$ cat src/rtl/clk_div_pkg.sv
// Shared types and helpers for the programmable 50%-duty clock divider.
package clk_div_pkg;

    localparam int CNT_W_DEF     = 8;
    localparam int DEF_RATIO_DEF = 5;

    typedef enum logic [1:0] {
        IDLE  = 2'd0,
        RUN   = 2'd1,
        DRAIN = 2'd2
    } state_t;

    // Ratios 0 and 1 cannot produce a 50% output, so they are promoted to 2.
    function automatic logic [31:0] clamp_ratio(input logic [31:0] r);
        return (r < 32'd2) ? 32'd2 : r;
    endfunction

endpackage

$ cat src/rtl/clk_div_negcap.sv
// Falling-edge copy of the posedge output bit, used to add the half period for odd ratios.
module clk_div_negcap (
    input  logic clk,
    input  logic rstn,
    input  logic d,
    output logic q
);

    always_ff @(negedge clk or negedge rstn) begin
        if (!rstn) begin
            q <= 1'b0;
        end else begin
            q <= d;
        end
    end

endmodule

$ cat src/rtl/clk_div_prog.sv
// Runtime-programmable integer clock divider with 50% duty for odd and even ratios.
// Ratio changes and disable requests only take effect on a period boundary.
module clk_div_prog
    import clk_div_pkg::*;
#(
    parameter int CNT_W     = CNT_W_DEF,
    parameter int DEF_RATIO = DEF_RATIO_DEF
) (
    input  logic             clk,
    input  logic             rstn,
    input  logic             en,
    input  logic [CNT_W-1:0] div_ratio,
    input  logic             div_load,
    output logic             clk_div,
    output logic             period_start,
    output logic             ratio_upd,
    output logic             active
);

    localparam logic [CNT_W-1:0] RATIO_RST = CNT_W'(clamp_ratio(32'(DEF_RATIO)));

    state_t           state_reg, state_next;
    logic [CNT_W-1:0] cnt_reg, cnt_next;
    logic             p_reg, p_next;
    logic             n_q;
    logic [CNT_W-1:0] ratio_act_reg, ratio_act_next;
    logic [CNT_W-1:0] ratio_pend_reg, ratio_pend_next;
    logic             pend_vld_reg, pend_vld_next;
    logic             ratio_upd_reg, ratio_upd_next;

    logic             at_last;
    logic [CNT_W-1:0] load_val;
    logic [CNT_W-1:0] eff_ratio;
    logic             eff_vld;
    logic             apply;

    assign at_last   = (cnt_reg == ratio_act_reg - CNT_W'(1));
    assign load_val  = CNT_W'(clamp_ratio(32'(div_ratio)));
    // A load on the same edge as a boundary bypasses the pending register.
    assign eff_vld   = div_load | pend_vld_reg;
    assign eff_ratio = div_load ? load_val : ratio_pend_reg;

    // State register
    always_ff @(posedge clk or negedge rstn) begin
        if (!rstn) begin
            state_reg <= IDLE;
        end else begin
            state_reg <= state_next;
        end
    end

    // Next-state logic
    always_comb begin
        state_next = state_reg;
        unique case (state_reg)
            IDLE: begin
                if (en) state_next = RUN;
            end
            RUN: begin
                if (!en) state_next = at_last ? IDLE : DRAIN;
            end
            DRAIN: begin
                if (en)           state_next = RUN;
                else if (at_last) state_next = IDLE;
            end
            default: state_next = IDLE;
        endcase
    end

    // FSM outputs
    always_comb begin
        active       = (state_reg != IDLE);
        period_start = (state_reg != IDLE) && (cnt_reg == '0);
    end

    // Counter, ratio and output-bit datapath
    always_comb begin
        apply           = eff_vld && ((state_reg == IDLE) || (at_last && state_next != IDLE));
        ratio_act_next  = apply ? eff_ratio : ratio_act_reg;
        ratio_pend_next = div_load ? load_val : ratio_pend_reg;
        pend_vld_next   = apply ? 1'b0 : eff_vld;
        ratio_upd_next  = apply;

        if (state_next == IDLE || state_reg == IDLE || at_last) begin
            cnt_next = '0;
        end else begin
            cnt_next = cnt_reg + CNT_W'(1);
        end
        p_next = (state_next != IDLE) && (cnt_next < (ratio_act_next >> 1));
    end

    always_ff @(posedge clk or negedge rstn) begin
        if (!rstn) begin
            cnt_reg        <= '0;
            p_reg          <= 1'b0;
            ratio_act_reg  <= RATIO_RST;
            ratio_pend_reg <= RATIO_RST;
            pend_vld_reg   <= 1'b0;
            ratio_upd_reg  <= 1'b0;
        end else begin
            cnt_reg        <= cnt_next;
            p_reg          <= p_next;
            ratio_act_reg  <= ratio_act_next;
            ratio_pend_reg <= ratio_pend_next;
            pend_vld_reg   <= pend_vld_next;
            ratio_upd_reg  <= ratio_upd_next;
        end
    end

    clk_div_negcap u_negcap (
        .clk  (clk),
        .rstn (rstn),
        .d    (p_reg),
        .q    (n_q)
    );

    // The negedge copy extends the high phase by half a cycle only for odd ratios.
    assign clk_div   = p_reg | (ratio_act_reg[0] & n_q);
    assign ratio_upd = ratio_upd_reg;

endmodule
$ cat config.mk
export PLATFORM = sky130hd
export DESIGN_NAME = clk_div_prog
export DESIGN_NICKNAME = d
export VERILOG_FILES = /design/src/rtl/clk_div_pkg.sv /design/src/rtl/clk_div_negcap.sv /design/src/rtl/clk_div_prog.sv
export SDC_FILE = /design/constraint.sdc
export NUM_CORES = 1
export LEC_CHECK = 0
export ABC_AREA = 1
export BUFFER_PORTS_ARGS = -buffer_cell sky130_fd_sc_hd__buf_4
export CORE_UTILIZATION = 53
export DETAILED_ROUTE_END_ITERATION = 6
export GPL_TIMING_DRIVEN = 1
export PLACE_DENSITY_LB_ADDON = 0.05
export SYNTH_ARGS = -nofsm -noshare
export SYNTH_HDL_FRONTEND = slang
export SYNTH_SLANG_ARGS = --single-unit
$ cat constraint.sdc
create_clock -name clk -period 2.3 [get_ports clk]
set_input_delay 0.345 -clock clk [delete_from_list [all_inputs] [get_ports clk]]
set_output_delay 0.345 -clock clk [all_outputs]
set_load 0.05 [all_outputs]
==> flow_metrics.tcl, run 1 <==
set metrics [dict create \
    syn-num-nets 247 \
    cpMostUsedCell "nand2_1" \
    status "finished with violations" \
    cts_root_buf "clkbuf_4" \
    p_sw_uw 750.2 \
    hpwl_um 3238 \
    synth_edf_count 0 \
    p_clk_share_pct 17.2 \
    synthAdderAreaFrac_pct 6.536 \
    via_count 1691 \
    crit_arrival_ns 2.91 \
    crit_chain "inv_2 > ha_4 > inv_1 > nand2_1 > nand2_1 > nand2_1 > nor2_2 > nand3_1 > nor2_2 > nand2_1 > nand2_2 > buf_6 > nor2_4 > nand2_1 > nor2_2 > ha_1 > nand4_1 > o2111ai_2 > a21oi_2" \
    max_freq_ghz 0.3784 \
    crit_type "reg2reg" \
    track_usage_pct 30.42 \
    grt_antenna_before_repair 0 \
    finalHoldViolCount 0 \
    ctsHoldBuffers 0 \
    swShare_pct 39.00 \
    clk_path_buf_depth 2 \
    grt_overflow 0 \
    io_buffers 15 \
    muxShareOfSynthArea_pct 0 \
    setup_ws_ns -0.3429 \
    layout.nets 301 \
    initial_core_util_pct 55.98 \
    power_leakage_nw 1.259 \
    synthArstFlopShare_pct 100.0 \
    finalWirelength_um 4750 \
    rsz0062_at_grt "true" \
    drt_first_pass_iters 4 \
    pwr-share-comb_pct 46.6 \
    max_stage_delay_ns 0.55 \
    critical_path_required_ns 2.57 \
    violations "setup timing" \
    cts_tree "done" \
    grt_pass1_vias 1676 \
    grt_max_degree 30 \
    clkSlewWorstSetupHoldPaths_ns 0.10 \
    slew_violations 0 \
    yosysSeqAreaShare_pct 43.86 \
    p_seq_share_pct 36.2 \
    gp_congestion 0.8570 \
    io_pins 16 \
    ant_nets 0 \
    area_growth_pct 37.62 \
    critPathBufInv 3 \
    maxCapViolCount 0 \
    synth_top_family_by_area "simple AND/OR/NAND/NOR gates" \
    diodes 0 \
    die_area_sq_um 3483 \
    fin_util_pct 77.03 \
    fin_cells 325 \
    grt_pass1_wl_um 7583 \
    viasPerCell 5.203 \
    clock_sinks 30 \
    synth_area_sq_um 1723 \
    netlist_instances 226 \
    insertion_delay_ns 0.34 \
    peakVddDrop_mv 0.5157 \
    die_x_um 59.02 \
    rows 20 \
    coreArea_sq_um 3078 \
    mostFrequentLayoutCell "nand2_1" \
    synth-compound-area-share_pct 6.463 \
    hp-class "in2async" \
    mostFrequentLayoutCells "nand2_1 (69), buf_4 (46), inv_1 (29), dfrtp_1 (25), nor2_1 (18)" \
    synthXorXnorAreaFrac_pct 3.558 \
    slew_headroom_pct 74.98 \
    ys_warn_count 0 \
    finalSetupViolations 3 \
    skew_ns 0.01349 \
    design_area_sq_um 2371 \
    start_kind "flip-flop" \
    fin_crit_sh_pct 114.9 \
    endpoint_kind "flip-flop" \
    routedWlPerCell_um 14.62 \
    dpl_cell_area_sq_um 2071 \
    placedCellCount 308 \
    syn_avg_cell_area_sq_um 7.623 \
    drt_iter0_drc 86 \
    worst_path_dominant_cell_family "simple AND/OR/NAND/NOR gates" \
    die_height_um 59.02 \
    critPathMaxFanout 6 \
    drive_gt1_share_pct 37.37 \
    cellInternalPower_mw 1.173 \
    synth.distinct_cells 28 \
    final.min_clock_period_ns 2.643 \
    slowest_stage "dfstp_2" \
    cellPowerDensity_nw_per_um2 811.3 \
    tightestPinTransition_ns 0.3754 \
    drc 0 \
    ys_ff_latch 30 \
    htreeDepth 2 \
    synthFlopType "dfrtp_1" \
    synth-simple-area-share_pct 31.15 \
    cts_buffers 5 \
]
[cells by family after synthesis]
| kind of cell | count (synthesis) |
|---|---|
| compound gates | 20 |
| xor+xnor | 7 |
| fa+ha+maj | 9 |
| buf+inv | 36 |
| flops | 30 |
| simple gates | 124 |
[power groups by stage]
stage | Clock (mW) | Sequential [mW] | Combinational (mW)
final | 0.331 | 0.695 | 0.897
after global routing | 0.353 | 0.703 | 0.985
after CTS | 0.338 | 0.691 | 0.810
after detailed placement | 0 | 0.700 | 0.691
after global placement | 0 | 0.696 | 0.668
after floorplan | 0 | 0.688 | 0.415
[worst paths after layout]
path                                      to  slack, ns  cells past startpoint               from
max                                    p_reg      -0.34                     19   ratio_act_reg[0]
min                               cnt_reg[2]       0.02                      2               rstn
min reg2reg                ratio_pend_reg[6]       0.51                      2  ratio_pend_reg[6]
max in group asynchronous         u_negcap.q       1.36                      1               rstn
min in group clk                state_reg[1]       0.19                      2                 en
max reg2reg                            p_reg      -0.34                     19   ratio_act_reg[0]
[through the flow]
stage | hold slack [ns] | setup WS [ns] | setup TNS, ns | total power, mW
after detailed placement | 0.3905 | -0.4576 | -0.5083 | 1.391
final | 0.01886 | -0.3429 | -0.9067 | 1.923
after floorplan | 0.04941 | -0.2380 | -0.2380 | 1.103
after global routing | 0.04017 | -0.5174 | -1.244 | 2.041
after global placement | 0.3857 | -0.4025 | -0.4265 | 1.364
after CTS | 0.01953 | -0.2650 | -0.7619 | 1.839
[layout make-up]
class,instances,area (sq um)
Fill cell,219,706.9
Timing Repair Buffer,50,390.4
Inverter,33,126.4
Clock buffer,7,55.05
Multi-Input combinational cell,160,983.4
Sequential cell,30,755.7
Clock inverter,1,5.005
Tap cell,44,55.05
[cells in the mapped netlist (all sizes together) (4+ instances only)]
cell type / instances / area share, %
nand2: 75 / 17
inv: 33 / 7.2
nor2: 27 / 6.3
dfrtp: 25 / 36
o21ai: 11 / 3.2
nand3: 10 / 3.5
ha: 9 / 6.5
a21oi: 6 / 2.0
or2: 5 / 1.8
xor2: 5 / 2.5
dfstp: 4 / 6.1
nand4: 4 / 1.5
[what timing repair did]
action | in CTS | in global routing
setup buffers | 8 | 2
resized for setup | 27 | 20
pin swaps | 13 | 13
setup endpoints to repair | 4 | 6
[per-layer routing]
metal	vias to the layer above	wire (um)	GRT usage [%]
met5	-	0	0
met4	0	69	9.524
met3	8	203	6.550
met2	54	2468	53.57
met1	811	2009	37.20
li1	818	-	-
(Power assumes the default switching activity.)
==> run 2: changes to the inputs <==
==> constraint.sdc (replaced) <==
create_clock -name clk -period 2.3 [get_ports clk]
set_input_delay 0.46 -clock clk [delete_from_list [all_inputs] [get_ports clk]]
set_output_delay 0.46 -clock clk [all_outputs]
set_load 0.05 [all_outputs]
==> flow_metrics.tcl, run 2 (synthesis results as in run 1) <==
set metrics [dict create \
    status "finished with violations" \
    violations "setup timing" \
    cts_buffers 5 \
    hp-class "in2async" \
    drc 0 \
    viasPerCell 4.928 \
    p_seq_share_pct 38.4 \
    tightestPinTransition_ns 0.3656 \
    reg2reg_setup_slack_ns -0.25 \
    gp_congestion 0.8563 \
    die_height_um 59.02 \
    p_sw_uw 698.2 \
    grt_pass1_wl_um 6893 \
    layout.nets 295 \
    ant_nets 0 \
    critPathLaunch "u_negcap.q" \
    skew_ns 0.01132 \
    crit_arrival_ns 2.16 \
    cellPowerDensity_nw_per_um2 791.7 \
    num-fill-cells 255 \
    reg2reg_from "ratio_act_reg[0]" \
    worst_hold_slack_ns 0.1419 \
    drive_gt1_share_pct 34.55 \
    maxCapViolCount 0 \
    max_stage_delay_ns 0.34 \
    slew_violations 0 \
    slowest_stage "dfrtn_1" \
    crit_type "reg2out" \
    drt_iter0_drc 58 \
    drt_first_pass_iters 4 \
    finalSetupViolations 3 \
    grt_antenna_before_repair 0 \
    mostFrequentLayoutCells "nand2_1 (67), buf_4 (40), inv_1 (28), dfrtp_1 (25), nor2_1 (21)" \
    cts_root_buf "clkbuf_4" \
    r2r-end "p_reg" \
    die_area_sq_um 3483 \
    clkSlewWorstSetupHoldPaths_ns 0.09 \
    coreArea_sq_um 3078 \
    power_leakage_nw 1.216 \
    hpwl_um 3136 \
    peakVddDrop_mv 0.4722 \
    htreeDepth 2 \
    dpl_cell_area_sq_um 2071 \
    pwr-share-comb_pct 43.5 \
    finalWirelength_um 4169 \
    critPathMaxFanout 1 \
    cts_tree "done" \
    crit_chain "a21o_2 > buf_8" \
    finalHoldViolCount 0 \
    rows 20 \
    area_growth_pct 32.90 \
    grt_pass1_vias 1542 \
    initial_core_util_pct 55.98 \
    insertion_delay_ns 0.34 \
    clk_path_buf_depth 2 \
    io_buffers 15 \
    setup_ws_ns -0.3161 \
    swShare_pct 38.52 \
    die_x_um 59.02 \
    start_kind "flip-flop" \
    slew_headroom_pct 75.62 \
    via_count 1572 \
    routedWlPerCell_um 13.07 \
    p_clk_share_pct 18.1 \
    track_usage_pct 27.51 \
    critical_path_required_ns 1.84 \
    crit_end "clk_div" \
    pre_cts_slack_ns -0.3077 \
    io_pins 16 \
    grt_max_degree 30 \
    rsz0062_at_grt "true" \
    clock_sinks 30 \
    endpoint_kind "output port" \
    mostFrequentLayoutCell "nand2_1" \
    cellInternalPower_mw 1.114 \
    grt_overflow 0 \
    design_area_sq_um 2290 \
    r2r_cells 17 \
    diodes 0 \
]
## run 2: area by class of cell
class / instances / area [sq um] / area share, %
Multi-Input combinational cell: 160 / 943.4 / 41.20
Timing Repair Buffer: 44 / 349.1 / 15.25
Clock inverter: 1 / 5.005 / 0.2186
Inverter: 33 / 126.4 / 5.519
Clock buffer: 7 / 55.05 / 2.404
Sequential cell: 30 / 755.7 / 33.01
Tap cell: 44 / 55.05 / 2.404
## run 2: metrics by stage
| step | TNS, ns | power (mW) | util [%] | instances |
|---|---|---|---|---|
| after floorplan | -0.1213 | 1.134 | - | 226 |
| after global placement | -0.2131 | 1.362 | 67.28 | 305 |
| after detailed placement | -0.3123 | 1.387 | 67.28 | 305 |
| after CTS | -0.6037 | 1.757 | 71.67 | 316 |
| after global routing | -1.008 | 1.939 | 74.39 | 319 |
| final | -0.6132 | 1.813 | 74.39 | 319 |
## run 2: worst min-delay path by stage
stage                      start                 to  slack [ns]  depth (start not counted)
3_3_place_gp   ratio_pend_reg[4]  ratio_pend_reg[4]        0.47                          2
4_1_cts                     rstn   ratio_act_reg[3]        0.16                          2
6_report                    rstn         cnt_reg[6]        0.14                          2
3_5_place_dp   ratio_pend_reg[4]  ratio_pend_reg[4]        0.47                          2
2_1_floorplan               rstn         cnt_reg[0]        0.16                          0
5_1_grt                     rstn   ratio_act_reg[3]        0.16                          2
## run 2: what timing repair did
item,4_1_cts,5_1_grt
setup endpoints to repair,2,5
pin swaps,8,8
buffers inserted,3,3
hold buffers,0,0
endpoints found under the hold margin,0,0
gates resized for setup,12,18
## run 2: per-layer routing
| metal | wire (um) | global-route usage (%) | vias up | part of all wire (%) |
|---|---|---|---|---|
| li1 | - | - | 798 | - |
| met1 | 1863 | 33.85 | 741 | 45 |
| met2 | 2124 | 47.89 | 28 | 51 |
| met3 | 126 | 6.550 | 5 | 3.0 |
| met4 | 54 | 8.163 | 0 | 1.3 |
| met5 | 0 | 0 | - | 0 |
## run 2: power groups by stage
| stage | Combinational, mW | Sequential (mW) | Clock [mW] |
|---|---|---|---|
| 3_3_place_gp | 0.663 | 0.699 | 0 |
| 6_report | 0.789 | 0.695 | 0.328 |
| 2_1_floorplan | 0.443 | 0.692 | 0 |
| 4_1_cts | 0.730 | 0.692 | 0.335 |
| 5_1_grt | 0.876 | 0.704 | 0.360 |
| 3_5_place_dp | 0.684 | 0.702 | 0 |
## run 2: critical path: cells and delay by family (launching register included)
family          cells  cell delay (ns)
buf+inv             1             0.15
compound gates      1             0.20
flops               1             0.34
==> run 3: changes to the inputs <==
--- a/config.mk
+++ b/config.mk
@@ -11,6 +11,7 @@
 export DETAILED_ROUTE_END_ITERATION = 6
 export GPL_TIMING_DRIVEN = 1
 export PLACE_DENSITY_LB_ADDON = 0.05
+export SETUP_SLACK_MARGIN = 0.1
 export SYNTH_ARGS = -nofsm -noshare
 export SYNTH_HDL_FRONTEND = slang
 export SYNTH_SLANG_ARGS = --single-unit
==> flow_metrics.tcl, run 3 (synthesis results as in run 1) <==
set metrics [dict create \
    die_x_um 59.02 \
    grt_max_degree 30 \
    dpl_cell_area_sq_um 2071 \
    critPathBufInv 1 \
    io_buffers 15 \
    coreArea_sq_um 3078 \
    slew_headroom_pct 76.51 \
    drt_iter0_drc 38 \
    clkSlewWorstSetupHoldPaths_ns 0.09 \
    ant_nets 0 \
    wl_met2_um 2121 \
    swShare_pct 38.42 \
    violations "setup timing" \
    mostFrequentLayoutCell "nand2_1" \
    grt_antenna_before_repair 0 \
    cts_buffers 5 \
    clk_path_buf_depth 2 \
    critical_path_required_ns 1.84 \
    die_area_sq_um 3483 \
    power_leakage_nw 1.218 \
    route.met3.wl_um 160 \
    tightestPinTransition_ns 0.3491 \
    max_stage_delay_ns 0.34 \
    rsz0062_at_grt "true" \
    slowest_stage "dfrtn_1" \
    cts_root_buf "clkbuf_4" \
    layout.nets 295 \
    design_area_sq_um 2291 \
    crit_arrival_ns 2.16 \
    viasPerCell 4.966 \
    worst_path_dominant_cell_family "flip-flops" \
    grt_pass1_vias 1542 \
    cts_tree "done" \
    tns_ns -0.5623 \
    endpoint_kind "output port" \
    die_height_um 59.02 \
    insertion_delay_ns 0.34 \
    mostFrequentLayoutCells "nand2_1 (67), buf_4 (40), inv_1 (28), dfrtp_1 (25), nor2_1 (21)" \
    rows 20 \
    drc 0 \
    hp-class "in2async" \
    diodes 0 \
    crit_type "reg2out" \
    start_kind "flip-flop" \
    wl_met1_um 1813 \
    hpwl_um 3136 \
    clock_sinks 30 \
    slew_violations 0 \
    initial_core_util_pct 55.98 \
    routed.top_layer "met4" \
    critPathMaxFanout 1 \
    gp_congestion 0.8563 \
    track_usage_pct 27.51 \
    maxCapViolCount 0 \
    critPathLaunch "u_negcap.q" \
    cellPowerDensity_nw_per_um2 792.0 \
    finalHoldViolCount 0 \
    status "finished with violations" \
    grt_pass1_wl_um 6893 \
    area_growth_pct 32.97 \
    htreeDepth 2 \
    crit_chain "a21o_2 > buf_8" \
    io_pins 16 \
    fin_util_pct 74.43 \
    peakVddDrop_mv 0.4737 \
    drive_gt1_share_pct 34.55 \
    grt_overflow 0 \
    finalSetupViolations 2 \
    finalWirelength_um 4152 \
    pwr-share-comb_pct 43.7 \
    ctsHoldBuffers 0 \
    setup_ws_ns -0.3154 \
    p_sw_uw 697.1 \
    via_count 1584 \
    p_clk_share_pct 18.0 \
    drt_first_pass_iters 4 \
    p_seq_share_pct 38.3 \
    reg2reg_from "ratio_act_reg[0]" \
    worst_hold_slack_ns 0.1470 \
    skew_ns 0.01124 \
    routedWlPerCell_um 13.02 \
    cellInternalPower_mw 1.117 \
]
==> run 3: cell counts in the layout (fill, tap and decap cells not counted) <==
No cell type changed its count.
==> run 3: final timing paths <==
kind	slack [ns]	endpoint	depth (start not counted)
setup / recovery	-0.32	clk_div	2
hold reg to reg	0.50	ratio_pend_reg[1]	2
setup reg to reg	-0.25	p_reg	19
hold / removal	0.15	cnt_reg[6]	2
max in group asynchronous	1.23	u_negcap.q	1
min in group clk	0.29	state_reg[1]	2
==> run 3: per-stage QoR <==
step / instances / setup WS, ns / total power, mW
2_1_floorplan: 226 / -0.1213 / 1.134
3_3_place_gp: 305 / -0.2123 / 1.362
3_5_place_dp: 305 / -0.3077 / 1.387
4_1_cts: 316 / -0.3230 / 1.760
5_1_grt: 319 / -0.4460 / 1.943
6_report: 319 / -0.3154 / 1.814
==> run 3: area by class of cell <==
| type | instances | area (sq um) |
|---|---|---|
| Sequential cell | 30 | 755.7 |
| Inverter | 33 | 126.4 |
| Fill cell | 254 | 787.0 |
| Clock inverter | 1 | 5.005 |
| Tap cell | 44 | 55.05 |
| Timing Repair Buffer | 44 | 349.1 |
| Clock buffer | 7 | 55.05 |
| Multi-Input combinational cell | 160 | 944.7 |
==> run 3: what timing repair did <==
action / in CTS / in global routing
resized for setup: 13 / 18
setup buffers: 3 / 3
cloned: 0 / 0
pin swaps: 8 / 8
endpoints found under the setup margin: 3 / 11
==> run 3: worst reg2reg max path, delay by kind of cell (launching register included) <==
| family | cells | cell delay, ns |
|---|---|---|
| and+or+nand+nor | 11 | 0.92 |
| adders and majority gates | 2 | 0.53 |
| AOI/OAI and AO/OA | 3 | 0.35 |
| DFF | 1 | 0.57 |
| buffers and inverters | 3 | 0.12 |
==> run 3: power groups by stage <==
| stage | registers [mW] | clock network (mW) | logic [mW] |
|---|---|---|---|
| 4_1_cts | 0.692 | 0.335 | 0.733 |
| 2_1_floorplan | 0.692 | 0 | 0.443 |
| 5_1_grt | 0.704 | 0.360 | 0.879 |
| 3_3_place_gp | 0.699 | 0 | 0.663 |
| 3_5_place_dp | 0.702 | 0 | 0.684 |
| 6_report | 0.695 | 0.326 | 0.794 |
==> run 3: per-layer routing <==
layer  global-route usage, %  vias up
li1                        -      798
met1                   33.85      743
met2                   47.89       38
met3                   6.550        5
met4                   8.163        0
met5                       0        -
